===== config.mk =====
export PLATFORM = sky130hd
export DESIGN_NAME = alu_seq_flat
export DESIGN_NICKNAME = d
export VERILOG_FILES = /design/src/rtl/alu_seq_if.sv /design/src/rtl/alu_seq.sv /design/src/flat_wrapper.sv
export SDC_FILE = /design/constraint.sdc
export NUM_CORES = 1
export LEC_CHECK = 0
export CORE_MARGIN = 3
export CORE_UTILIZATION = 51
export CTS_CLUSTER_SIZE = 24
export DETAILED_ROUTE_END_ITERATION = 6
export PLACE_DENSITY_LB_ADDON = 0.25
export SYNTH_ARGS = -nofsm -noshare
export SYNTH_HDL_FRONTEND = slang
export SYNTH_SLANG_ARGS = --single-unit
export TNS_END_PERCENT = 20

===== constraint.sdc =====
create_clock -name clk -period 5.24 [get_ports clk]
set_clock_uncertainty 0.15 [all_clocks]
set_input_delay 1.572 -clock clk [delete_from_list [all_inputs] [get_ports clk]]
set_output_delay 1.572 -clock clk [all_outputs]
set_load 0.05 [all_outputs]

===== src/rtl/alu_seq_if.sv =====
// Request/response bundle between the datapath controller (master) and alu_seq (slave).
interface alu_seq_if #(
  parameter int unsigned WIDTH = 16
);
  logic             in_valid;
  logic             in_ready;
  logic [4:0]       op;
  logic [WIDTH-1:0] input1;
  logic [WIDTH-1:0] input2;
  logic             out_valid;
  logic             out_ready;
  logic [WIDTH-1:0] result;
  logic [4:0]       outFlags;
  logic             flags_wr;
  logic [4:0]       flags_in;

  modport master (
    output in_valid, op, input1, input2, out_ready, flags_wr, flags_in,
    input  in_ready, out_valid, result, outFlags
  );

  modport slave (
    input  in_valid, op, input1, input2, out_ready, flags_wr, flags_in,
    output in_ready, out_valid, result, outFlags
  );
endinterface


===== src/rtl/alu_seq.sv =====
// Handshaked sequential ALU: single-cycle ops 1-15, iterative shift-by-N and shift-add multiply,
// with an internal flag register {N,Z,F,G,C}.
module alu_seq #(
  parameter int unsigned WIDTH   = 16,
  parameter int unsigned SHAMT_W = $clog2(WIDTH)
) (
  input  logic     clk,
  input  logic     reset,
  alu_seq_if.slave bus
);
  localparam int unsigned CNT_W = $clog2(WIDTH + 1);
  localparam int unsigned MSB   = WIDTH - 1;
  localparam int unsigned FC = 0, FG = 1, FF = 2, FZ = 3, FN = 4;

  localparam logic [4:0] OP_ADD = 5'd1,  OP_ADDU = 5'd2,  OP_ADDC = 5'd3,  OP_ADDCU = 5'd4;
  localparam logic [4:0] OP_SUB = 5'd5,  OP_CMP  = 5'd6,  OP_CMPU = 5'd7,  OP_AND   = 5'd8;
  localparam logic [4:0] OP_OR  = 5'd9,  OP_XOR  = 5'd10, OP_NOT  = 5'd11, OP_LSH   = 5'd12;
  localparam logic [4:0] OP_RSH = 5'd13, OP_ALSH = 5'd14, OP_ARSH = 5'd15, OP_LSHN  = 5'd16;
  localparam logic [4:0] OP_RSHN = 5'd17, OP_ARSHN = 5'd18, OP_MUL = 5'd19;

  typedef enum logic [1:0] {S_IDLE, S_EXEC, S_DONE} state_t;

  state_t             r_state;
  logic [4:0]         r_op;
  logic [WIDTH-1:0]   r_a;
  logic [WIDTH-1:0]   r_b;
  logic [2*WIDTH-1:0] r_mcand;
  logic [2*WIDTH-1:0] r_acc;
  logic [CNT_W-1:0]   r_cnt;
  logic [WIDTH-1:0]   r_result;
  logic [4:0]         r_flags;
  logic               r_in_ready;
  logic               r_out_valid;

  logic               w_accept;
  logic [WIDTH-1:0]   w_a;
  logic [WIDTH-1:0]   w_b;
  logic [SHAMT_W-1:0] w_shamt;
  logic [WIDTH:0]     w_cin;
  logic [WIDTH:0]     w_sum;
  logic [WIDTH-1:0]   w_res1;
  logic [4:0]         w_flags1;
  logic               w_zn1;
  logic               w_multi;
  logic [WIDTH-1:0]   w_shift_nxt;
  logic [2*WIDTH-1:0] w_acc_nxt;
  logic [WIDTH-1:0]   w_res_x;
  logic [4:0]         w_flags_x;
  logic               w_last;

  assign w_accept = bus.in_valid & r_in_ready;
  assign w_a      = bus.input1;
  assign w_b      = bus.input2;
  assign w_shamt  = bus.input2[SHAMT_W-1:0];
  assign w_cin    = {{WIDTH{1'b0}}, r_flags[FC]};

  // Result and flags of an op completed at the accept edge
  always_comb begin
    w_sum    = '0;
    w_res1   = '0;
    w_flags1 = r_flags;
    w_zn1    = 1'b0;
    w_multi  = 1'b0;
    case (bus.op)
      OP_ADD, OP_ADDC: begin
        w_sum        = {1'b0, w_a} + {1'b0, w_b} + ((bus.op == OP_ADDC) ? w_cin : '0);
        w_res1       = w_sum[WIDTH-1:0];
        w_flags1[FC] = w_sum[WIDTH];
        w_flags1[FF] = (w_a[MSB] == w_b[MSB]) && (w_res1[MSB] != w_a[MSB]);
        w_zn1        = 1'b1;
      end
      OP_ADDU, OP_ADDCU: begin
        w_sum        = {1'b0, w_a} + {1'b0, w_b} + ((bus.op == OP_ADDCU) ? w_cin : '0);
        w_res1       = w_sum[WIDTH-1:0];
        w_flags1[FC] = w_sum[WIDTH];
        w_flags1[FZ] = (w_res1 == '0);
      end
      OP_SUB: begin
        w_sum        = {1'b0, w_a} - {1'b0, w_b};
        w_res1       = w_sum[WIDTH-1:0];
        w_flags1[FC] = w_sum[WIDTH];
        w_flags1[FF] = (w_a[MSB] != w_b[MSB]) && (w_res1[MSB] != w_a[MSB]);
        w_zn1        = 1'b1;
      end
      OP_CMP: begin
        w_res1       = w_a;
        w_flags1[FG] = $signed(w_a) > $signed(w_b);
        w_flags1[FZ] = (w_a == w_b);
        w_flags1[FN] = $signed(w_a) < $signed(w_b);
      end
      OP_CMPU: begin
        w_res1       = w_a;
        w_flags1[FG] = (w_a > w_b);
        w_flags1[FZ] = (w_a == w_b);
        w_flags1[FN] = (w_a < w_b);
      end
      OP_AND:          begin w_res1 = w_a & w_b;              w_zn1 = 1'b1; end
      OP_OR:           begin w_res1 = w_a | w_b;              w_zn1 = 1'b1; end
      OP_XOR:          begin w_res1 = w_a ^ w_b;              w_zn1 = 1'b1; end
      OP_NOT:          begin w_res1 = ~w_a;                   w_zn1 = 1'b1; end
      OP_LSH, OP_ALSH: begin w_res1 = w_a << 1;               w_zn1 = 1'b1; end
      OP_RSH:          begin w_res1 = w_a >> 1;               w_zn1 = 1'b1; end
      OP_ARSH:         begin w_res1 = {w_a[MSB], w_a[MSB:1]}; w_zn1 = 1'b1; end
      OP_LSHN, OP_RSHN, OP_ARSHN: begin
        // A zero shift amount has no work and completes like a single-cycle op
        w_res1  = w_a;
        w_zn1   = 1'b1;
        w_multi = (w_shamt != '0);
      end
      OP_MUL:  w_multi = 1'b1;
      default: w_res1 = '0;
    endcase
    if (w_zn1) begin
      w_flags1[FZ] = (w_res1 == '0);
      w_flags1[FN] = w_res1[MSB];
    end
  end

  // One iteration of a multi-cycle op and its completion values
  always_comb begin
    case (r_op)
      OP_LSHN:  w_shift_nxt = r_a << 1;
      OP_RSHN:  w_shift_nxt = r_a >> 1;
      OP_ARSHN: w_shift_nxt = {r_a[MSB], r_a[MSB:1]};
      default:  w_shift_nxt = r_a;
    endcase
    w_acc_nxt = r_acc + (r_b[0] ? r_mcand : '0);
    w_last    = (r_cnt == CNT_W'(1));
    w_flags_x = r_flags;
    if (r_op == OP_MUL) begin
      w_res_x       = w_acc_nxt[WIDTH-1:0];
      w_flags_x[FC] = |w_acc_nxt[2*WIDTH-1:WIDTH];
    end else begin
      w_res_x = w_shift_nxt;
    end
    w_flags_x[FZ] = (w_res_x == '0);
    w_flags_x[FN] = w_res_x[MSB];
  end

  always_ff @(posedge clk) begin
    if (reset) begin
      r_state     <= S_IDLE;
      r_op        <= '0;
      r_a         <= '0;
      r_b         <= '0;
      r_mcand     <= '0;
      r_acc       <= '0;
      r_cnt       <= '0;
      r_result    <= '0;
      r_flags     <= '0;
      r_in_ready  <= 1'b1;
      r_out_valid <= 1'b0;
    end else begin
      case (r_state)
        S_IDLE: begin
          if (w_accept) begin
            r_op       <= bus.op;
            r_a        <= w_a;
            r_b        <= w_b;
            r_mcand    <= {{WIDTH{1'b0}}, w_a};
            r_acc      <= '0;
            r_in_ready <= 1'b0;
            if (w_multi) begin
              r_state <= S_EXEC;
              r_cnt   <= (bus.op == OP_MUL) ? CNT_W'(WIDTH) : CNT_W'(w_shamt);
            end else begin
              r_state     <= S_DONE;
              r_out_valid <= 1'b1;
              r_result    <= w_res1;
              r_flags     <= w_flags1;
            end
          end
        end
        S_EXEC: begin
          r_a     <= w_shift_nxt;
          r_b     <= r_b >> 1;
          r_mcand <= r_mcand << 1;
          r_acc   <= w_acc_nxt;
          r_cnt   <= r_cnt - CNT_W'(1);
          if (w_last) begin
            r_state     <= S_DONE;
            r_out_valid <= 1'b1;
            r_result    <= w_res_x;
            r_flags     <= w_flags_x;
          end
        end
        S_DONE: begin
          if (bus.out_ready) begin
            r_state     <= S_IDLE;
            r_out_valid <= 1'b0;
            r_in_ready  <= 1'b1;
          end
        end
        default: begin
          r_state     <= S_IDLE;
          r_out_valid <= 1'b0;
          r_in_ready  <= 1'b1;
        end
      endcase
      // Context restore overrides any op flag update in the same cycle
      if (bus.flags_wr) r_flags <= bus.flags_in;
    end
  end

  assign bus.in_ready  = r_in_ready;
  assign bus.out_valid = r_out_valid;
  assign bus.result    = r_result;
  assign bus.outFlags  = r_flags;
endmodule


===== src/flat_wrapper.sv =====
// flat-port wrapper written by rule: the top's interface ports become plain ports
module alu_seq_flat 
#(
  parameter int unsigned WIDTH   = 16,
  parameter int unsigned SHAMT_W = $clog2(WIDTH)
)
  (clk, reset, bus_in_valid, bus_op, bus_input1, bus_input2, bus_out_ready, bus_flags_wr, bus_flags_in, bus_in_ready, bus_out_valid, bus_result, bus_outFlags);
  alu_seq_if #(.WIDTH(WIDTH)) bus_i ();
  input  logic clk;
  input  logic reset;
  input wire logic [$bits(bus_i.in_valid)-1:0] bus_in_valid;
  input wire logic [$bits(bus_i.op)-1:0] bus_op;
  input wire logic [$bits(bus_i.input1)-1:0] bus_input1;
  input wire logic [$bits(bus_i.input2)-1:0] bus_input2;
  input wire logic [$bits(bus_i.out_ready)-1:0] bus_out_ready;
  input wire logic [$bits(bus_i.flags_wr)-1:0] bus_flags_wr;
  input wire logic [$bits(bus_i.flags_in)-1:0] bus_flags_in;
  output wire logic [$bits(bus_i.in_ready)-1:0] bus_in_ready;
  output wire logic [$bits(bus_i.out_valid)-1:0] bus_out_valid;
  output wire logic [$bits(bus_i.result)-1:0] bus_result;
  output wire logic [$bits(bus_i.outFlags)-1:0] bus_outFlags;
  assign bus_i.in_valid = bus_in_valid;
  assign bus_i.op = bus_op;
  assign bus_i.input1 = bus_input1;
  assign bus_i.input2 = bus_input2;
  assign bus_i.out_ready = bus_out_ready;
  assign bus_i.flags_wr = bus_flags_wr;
  assign bus_i.flags_in = bus_flags_in;
  assign bus_in_ready = bus_i.in_ready;
  assign bus_out_valid = bus_i.out_valid;
  assign bus_result = bus_i.result;
  assign bus_outFlags = bus_i.outFlags;
  alu_seq #(.WIDTH(WIDTH), .SHAMT_W(SHAMT_W)) u_core (.clk(clk), .reset(reset), .bus(bus_i));
endmodule

==> summary.txt, run 1 <==
Run status
  – Status: complete, no violations

Synthesis
  – Synth top area cells: dfxtp_1, ha_1, a21oi_1
  – Post-synth EDFFs: 0
  – Top_reg_cell synth: dfxtp_1
  – Post-Synthesis Cells: 1639
  – Share of the synthesized area in the top cell type: 21.9%
  – YS warnings: 0
  – Post-Syn Nets: 1774
  – Yosys reg bits: 131
  – Post-Synth Simple-Gate Area: 25.1%
  – Area of the mapped netlist: 0.0120 mm²
  – Multiplexer area fraction after synthesis: 2.75%
  – Largest family of logic cells by synthesized area: compound AO/OA/AOI/OAI gates
  – Yosys cell types: 96
  – Compound-Gate Fraction of Synth Area: 28.9%
  – Synth Area in Adders: 9.38%
  – Avg Cell Area, Syn: 7.31 µm²
  – Sequential area share after synthesis: 21.9%
  – Cell taking the most area after synthesis: dfxtp_1
  – FFs w/ async S/R, synth: 0%
  – Xor and xnor area share after synthesis: 5.84%

Cells and area
  – Area delta synth->final: 24.2%
  – Post-layout net count: 1948
  – Post-route cell area: 0.0149 mm²
  – Fraction of layout cells with a size suffix above 1: 17.5%
  – ANT cells: 0
  – FF+latch area: 0.00262 mm²
  – Most common cell after layout, fill and taps aside: nand2_1
  – Post-route insts no fill: 2139
  – Commonest non-fill, non-tap cells in the layout: nand2_1, buf_4, a21oi_1, dfxtp_1, nor2_1
  – Final Core Density: 65.1%
  – Fill cell count: 2050
  – Multi-input logic area: 0.00881 mm²

Routing
  – DR iter-0 viols: 1586
  – WL/cell: 19.4 µm
  – Via density: 6.29
  – DR pass1 iterations: 6
  – Drt drc: 0
  – WL final: 41500 µm
  – DRT antenna net count: 0
  – Via count: 13400

STA
  – Minimum clock period: 5.13 ns
  – Setup violations, final: 0
  – Slew headroom: 24.8%
  – Worst-Margin Slew: 1.13 ns
  – Final setup margin: 0.112 ns
  – RSZ-0062 raised after global routing: true
  – Slew Viols, Final: 0
  – Final worst path period share: 97.9%
  – Setup TNS: 0 ns
  – Fmax: 0.195 GHz
  – Final hold vios: 0

Clock tree
  – Clk_lat worst skew: 0.42 ns
  – Clock Tree Root: clkbuf_16
  – # clock sinks: 131
  – H-tree Lvls: 4
  – Clock buffer count from CTS: 17
  – Clk slew on worst S/H paths: 0.07 ns
  – CTS tree: built
  – Max Buffers Root-to-Sink: 2
  – Cts hold-fix bufs: 0

Global routing
  – Gr ovfl total: 0
  – Total track usage: 31.2%
  – Initial antenna violation count: 0
  – Vias in the first global route: 12500
  – Largest net degree at the start of global routing: 76
  – Global-route wire length before repair: 65800 µm

Place
  – Routability cong.: 0.955
  – HPWL after DPL: 30800 µm
  – Number of port buffers: 69
  – Dpl cell area: 0.0141 mm²
  – Inst Count DP: 2103
  – Pre-CTS WS: -0.456 ns

Worst setup path
  – Crit path launch type: input port
  – CP endpoint kind: register
  – Crit path kind: input port to register
  – Worst endpoint required time: 5.43 ns
  – Crit path arrival time: 5.32 ns
  – R2r setup slk: 0.85 ns
  – Worst-path maximum fanout: 9

Floorplanning
  – Area of the core: 0.0228 mm²
  – Initial Utilization: 52.4%
  – Die height: 159 µm
  – Cell Rows: 55
  – Num ports: 70
  – DIE AREA: 0.0254 mm²
  – Die span in x: 159 µm

Power
  – Maximum VDD drop: 0.207 mV
  – Static Leak: 6.07 nW
  – Pwr per Cell Area: 232 mW/mm²

Flow run
  – Max_cap viols: 0

Hold path
  – HP Class: register to register
## what timing repair did
item / in CTS / in global routing
gates cloned: 0 / 0
pin swaps: 0 / 8
buffers inserted: 0 / 4
resized for setup: 1 / 26
setup endpoints to repair: 1 / 5
## worst paths after layout
| kind | start | endpoint | depth (start not counted) |
|---|---|---|---|
| min | u_core.bus.result[1]$_SDFFE_PP0P_ | u_core.bus.result[1]$_SDFFE_PP0P_ | 2 |
| max | bus_input2[3] | u_core.bus.outFlags[3]$_SDFFE_PP0P_ | 16 |
| max reg2reg | u_core.r_b[0]$_SDFFE_PP0P_ | u_core.bus.outFlags[0]$_SDFFE_PP0P_ | 14 |
| min reg2reg | u_core.bus.result[1]$_SDFFE_PP0P_ | u_core.bus.result[1]$_SDFFE_PP0P_ | 2 |
## cell families (layout without fill, tap and decap cells)
group / count (synthesis) / in the layout
AO/OA/AOI/OAI: 516 / 516
XOR/XNOR: 76 / 76
adder cells (fa/ha/maj): 88 / 88
buffers and inverters: 182 / 369
flip-flops: 131 / 131
multiplexers: 31 / 31
AND/OR/NAND/NOR: 615 / 615
## worst max-delay path, cell delays in order
cell and delay (ns):
clkdlybuf4s50_1 0.51, inv_1 0.08, ha_1 0.32, o21ai_1 0.33, a21oi_4 0.05, buf_4 0.15
o221a_4 0.25, buf_4 0.14, and3_4 0.17, o41a_4 0.46, and2_4 0.21, nand3_1 0.10
xnor2_1 0.12, o211ai_1 0.12, or4_1 0.55, o31ai_1 0.19
## layer usage
metal  track usage, %  vias to the layer above  wire, µm
met5                0                        -         0
met4             11.1                        0      1520
met3             5.65                      121      3250
met2             51.6                      654     19500
met1             41.1                     6326     17200
li1                 -                     6345         -
## where the power goes
group	internal (mW)	switching, mW	total [mW]
registers	1.04	0.0528	1.10
clock network	0.676	0.536	1.21
logic	0.499	0.649	1.15
## layout make-up
type	count	share of cell area, %
Multi-Input combinational cell	1326	59.2
Sequential cell	131	17.6
Timing Repair Buffer	276	15.1
Clock buffer	17	2.86
Tap cell	313	2.63
Inverter	61	1.54
Clock inverter	15	1.10
## flip-flops by register name, indices dropped and copies added (netlist names), 5 cells and up
register	count
u_core.bus.result	16
u_core.bus.outFlags	5
u_core.r_op	5
u_core.r_cnt	5
u_core.r_a	16
u_core.r_b	16
u_core.r_acc	32
u_core.r_mcand	32
## per-stage QoR
| step | hold WS, ns | power, mW |
|---|---|---|
| global placement | 0.289 | 2.19 |
| floorplan | 0.287 | 1.76 |
| CTS | 0.302 | 3.41 |
| global route | 0.316 | 3.60 |
| finish | 0.298 | 3.46 |
| detailed placement | 0.295 | 2.21 |
## synthesized netlist by cell type, types with 32 or more instances
cell / n
o21ai_0: 50
nor2_1: 133
clkbuf_1: 86
nor3_1: 32
xnor2_1: 53
dfxtp_1: 131
inv_1: 61
a22oi_1: 45
and2_1: 40
nand2_1: 213
ha_1: 85
nand3_1: 76
a21oi_1: 178
Note: power is estimated with default switching activity, not from simulation.
==> run 2: changes to the inputs <==
- PLACE_DENSITY: default -> 0.74
- PLACE_DENSITY_LB_ADDON: 0.25 -> default
==> run 2 against run 1 <==
  * The flow now finishes with violations (DRC)
  * Register-to-register slack improved by 0.02 ns
  * Critical path depth unchanged
  * Routed wire length decreased by 1.1%
  * Sequential cell count unchanged
  * Setup slack improved by 0.023 ns
  * Via count decreased by 0.62%
  * Combinational power about the same
  * Power about the same
  * Global-route usage about the same
  * Design area increased by 0.23%
  * Utilization increased by 0.15 points
  * Critical path type unchanged
  * Die area unchanged
==> summary.txt, run 2 (synthesis results as in run 1) <==
Run status
  – Status: finished with violations
  – Failing checks: DRC

STA
  – Final worst path period share: 97.4% (-0.44 points)
  – Final setup margin: 0.135 ns (+0.0230 ns)
  – Setup violations, final: 0 (unchanged)
  – Minimum clock period: 5.11 ns (-0.0230 ns)
  – Slew headroom: 22.3% (-2.5 points)
  – Fmax: 0.196 GHz (+0.45%)
  – Slew Viols, Final: 0 (unchanged)
  – RSZ-0062 raised after global routing: true
  – Worst-Margin Slew: 1.16 ns (+0.0374 ns)
  – Setup TNS: 0 ns (unchanged)
  – Final hold vios: 0 (unchanged)
  – Hold slack final: 0.299 ns (+0.000880 ns)

Cells and area
  – Commonest non-fill, non-tap cells in the layout: buf_4, nand2_1, a21oi_1, dfxtp_1, nor2_1
  – Fill cell count: 2043 (-0.34%)
  – ANT cells: 0 (unchanged)
  – Regs by FF count: u_core.r_acc: 32 flops, u_core.r_mcand: 32 flops
  – Fraction of layout cells with a size suffix above 1: 17.6% (+0.087 points)
  – Post-route cell area: 0.0149 mm² (+0.23%)
  – Most common cell after layout, fill and taps aside: buf_4
  – Post-layout net count: 1956 (+0.41%)
  – Area delta synth->final: 24.5%
  – Post-route insts no fill: 2147 (+0.37%)
  – Final Core Density: 65.3% (+0.15 points)

Routing
  – DR iter-0 viols: 1624 (+2.4%)
  – Via density: 6.22 (-0.99%)
  – Via count: 13400 (-0.62%)
  – DR pass1 iterations: 7 (+1)
  – Drt drc: 10 (+10)
  – WL final: 41100 µm (-1.1%)
  – DRT antenna net count: 0 (unchanged)
  – WL/cell: 19.1 µm (-1.4%)

Hold path
  – Critical hold path startpoint: u_core.bus.result[9]$_SDFFE_PP0P_
  – HP Class: register to register

Global routing
  – Vias in the first global route: 12700 (+1.4%)
  – Largest net degree at the start of global routing: 80 (+5.3%)
  – Gr ovfl total: 0 (unchanged)
  – Global-route wire length before repair: 65700 µm (about the same)
  – Total track usage: 31.3% (+0.035 points)
  – Initial antenna violation count: 0 (unchanged)

Floorplanning
  – Die span in x: 159 µm (unchanged)
  – Initial Utilization: 52.4% (unchanged)
  – Cell Rows: 55 (unchanged)
  – DIE AREA: 0.0254 mm² (unchanged)
  – Area of the core: 0.0228 mm² (unchanged)
  – Die height: 159 µm (unchanged)
  – Num ports: 70 (unchanged)

Power
  – Pwr Total: 3.46 mW (about the same)
  – Static Leak: 6.10 nW (+0.53%)
  – Maximum VDD drop: 0.139 mV (-33%)
  – Pwr per Cell Area: 232 mW/mm² (-0.18%)

Place
  – Dpl cell area: 0.0142 mm² (+0.35%)
  – Number of port buffers: 69 (unchanged)
  – Pre-CTS WS: -0.414 ns (+0.0425 ns)
  – Routability cong.: 0.967 (+1.4%)
  – HPWL after DPL: 30400 µm (-1.5%)
  – Inst Count DP: 2109 (+0.29%)

Clock tree
  – H-tree Lvls: 4 (unchanged)
  – # clock sinks: 131 (unchanged)
  – Max Buffers Root-to-Sink: 2 (unchanged)
  – Clock Tree Root: clkbuf_16
  – Clk slew on worst S/H paths: 0.07 ns (about the same)
  – Clock buffer count from CTS: 17 (unchanged)
  – CTS tree: built
  – Clk_lat worst skew: 0.44 ns (+0.02 ns)

Worst setup path
  – Worst endpoint required time: 5.46 ns (+0.03 ns)
  – Crit path arrival time: 5.33 ns (about the same)
  – Worst Setup SP: bus_input2[1]
  – CP endpoint kind: register
  – Crit path cell chain: clkdlybuf4s50_1 > inv_1 > buf_4 > ha_1 > a21oi_1 > buf_4 > o221a_4 > xnor2_4 > nand4_4 > or3_4 > nor4b_4 > nand4_1 > xnor2_1 > a221oi_1 > or4_1 > o22ai_1
  – Worst-path maximum fanout: 5 (-4)
  – Crit path kind: input port to register
  – Worst path bufs/invs: 4 (unchanged)
  – Slowest cell on the critical path: clkdlybuf4s50_1
  – CP top delay family: simple AND/OR/NAND/NOR gates
  – Top cell by count, worst path: buf_4
  – Crit path launch type: input port
  – Slowest cell delay on critical path: 0.48 ns (-0.07 ns)
  – Critical R2R Launch: u_core.r_b[0]$_SDFFE_PP0P_

Flow run
  – Max_cap viols: 0 (unchanged)
## run 2: cell count changes in the layout (fill, tap and decap cells not counted), moves of 2 or more
cell,change
inv_6,-2
clkinv_4,+3
a21oi_1,+2
a21oi_2,-2
inv_8,-3
clkbuf_1,+2
buf_4,+7
## run 2: tightest hold or removal path, cell delays in order, from the launching register on
cell and delay (ns):
dfxtp_1 0.31, nand2_1 0.05, a21oi_1 0.05
## run 2: where the power goes
group / internal [mW] / switching [mW] / total [mW]
logic: 0.506 / 0.639 / 1.14
clock network: 0.708 / 0.505 / 1.21
registers: 1.04 / 0.0561 / 1.10
## run 2: worst paths after layout
check	to	slack [ns]	cells after the start
max reg2reg	u_core.bus.outFlags[0]$_SDFFE_PP0P_	0.87	15
min reg2reg	u_core.bus.result[9]$_SDFFE_PP0P_	0.30	2
min	u_core.bus.result[9]$_SDFFE_PP0P_	0.30	2
max	u_core.bus.outFlags[0]$_SDFFE_PP0P_	0.13	16
## run 2: routing by layer
layer | routed length (µm) | GRT usage (%) | vias to the layer above
met2 | 19600 | 53.2 | 577
li1 | - | - | 6364
met1 | 17000 | 39.9 | 6309
met5 | 0 | 0 | -
met3 | 3030 | 4.92 | 113
met4 | 1450 | 12.0 | 0
## run 2: what timing repair did
action                     4_1_cts  5_1_grt
buffers inserted                 0        6
hold buffers                     0        0
gates resized for setup          0       24
setup endpoints to repair        0        8
## run 2: area by class of cell
type	instances	area [µm²]	share of cell area [%]
inverter	61	229	1.54
clock buffer	19	433	2.90
multi-input combinational	1326	8770	58.8
sequential	131	2620	17.6
timing repair buffer	284	2320	15.5
tap	313	392	2.63
clock inverter	13	150	1.01
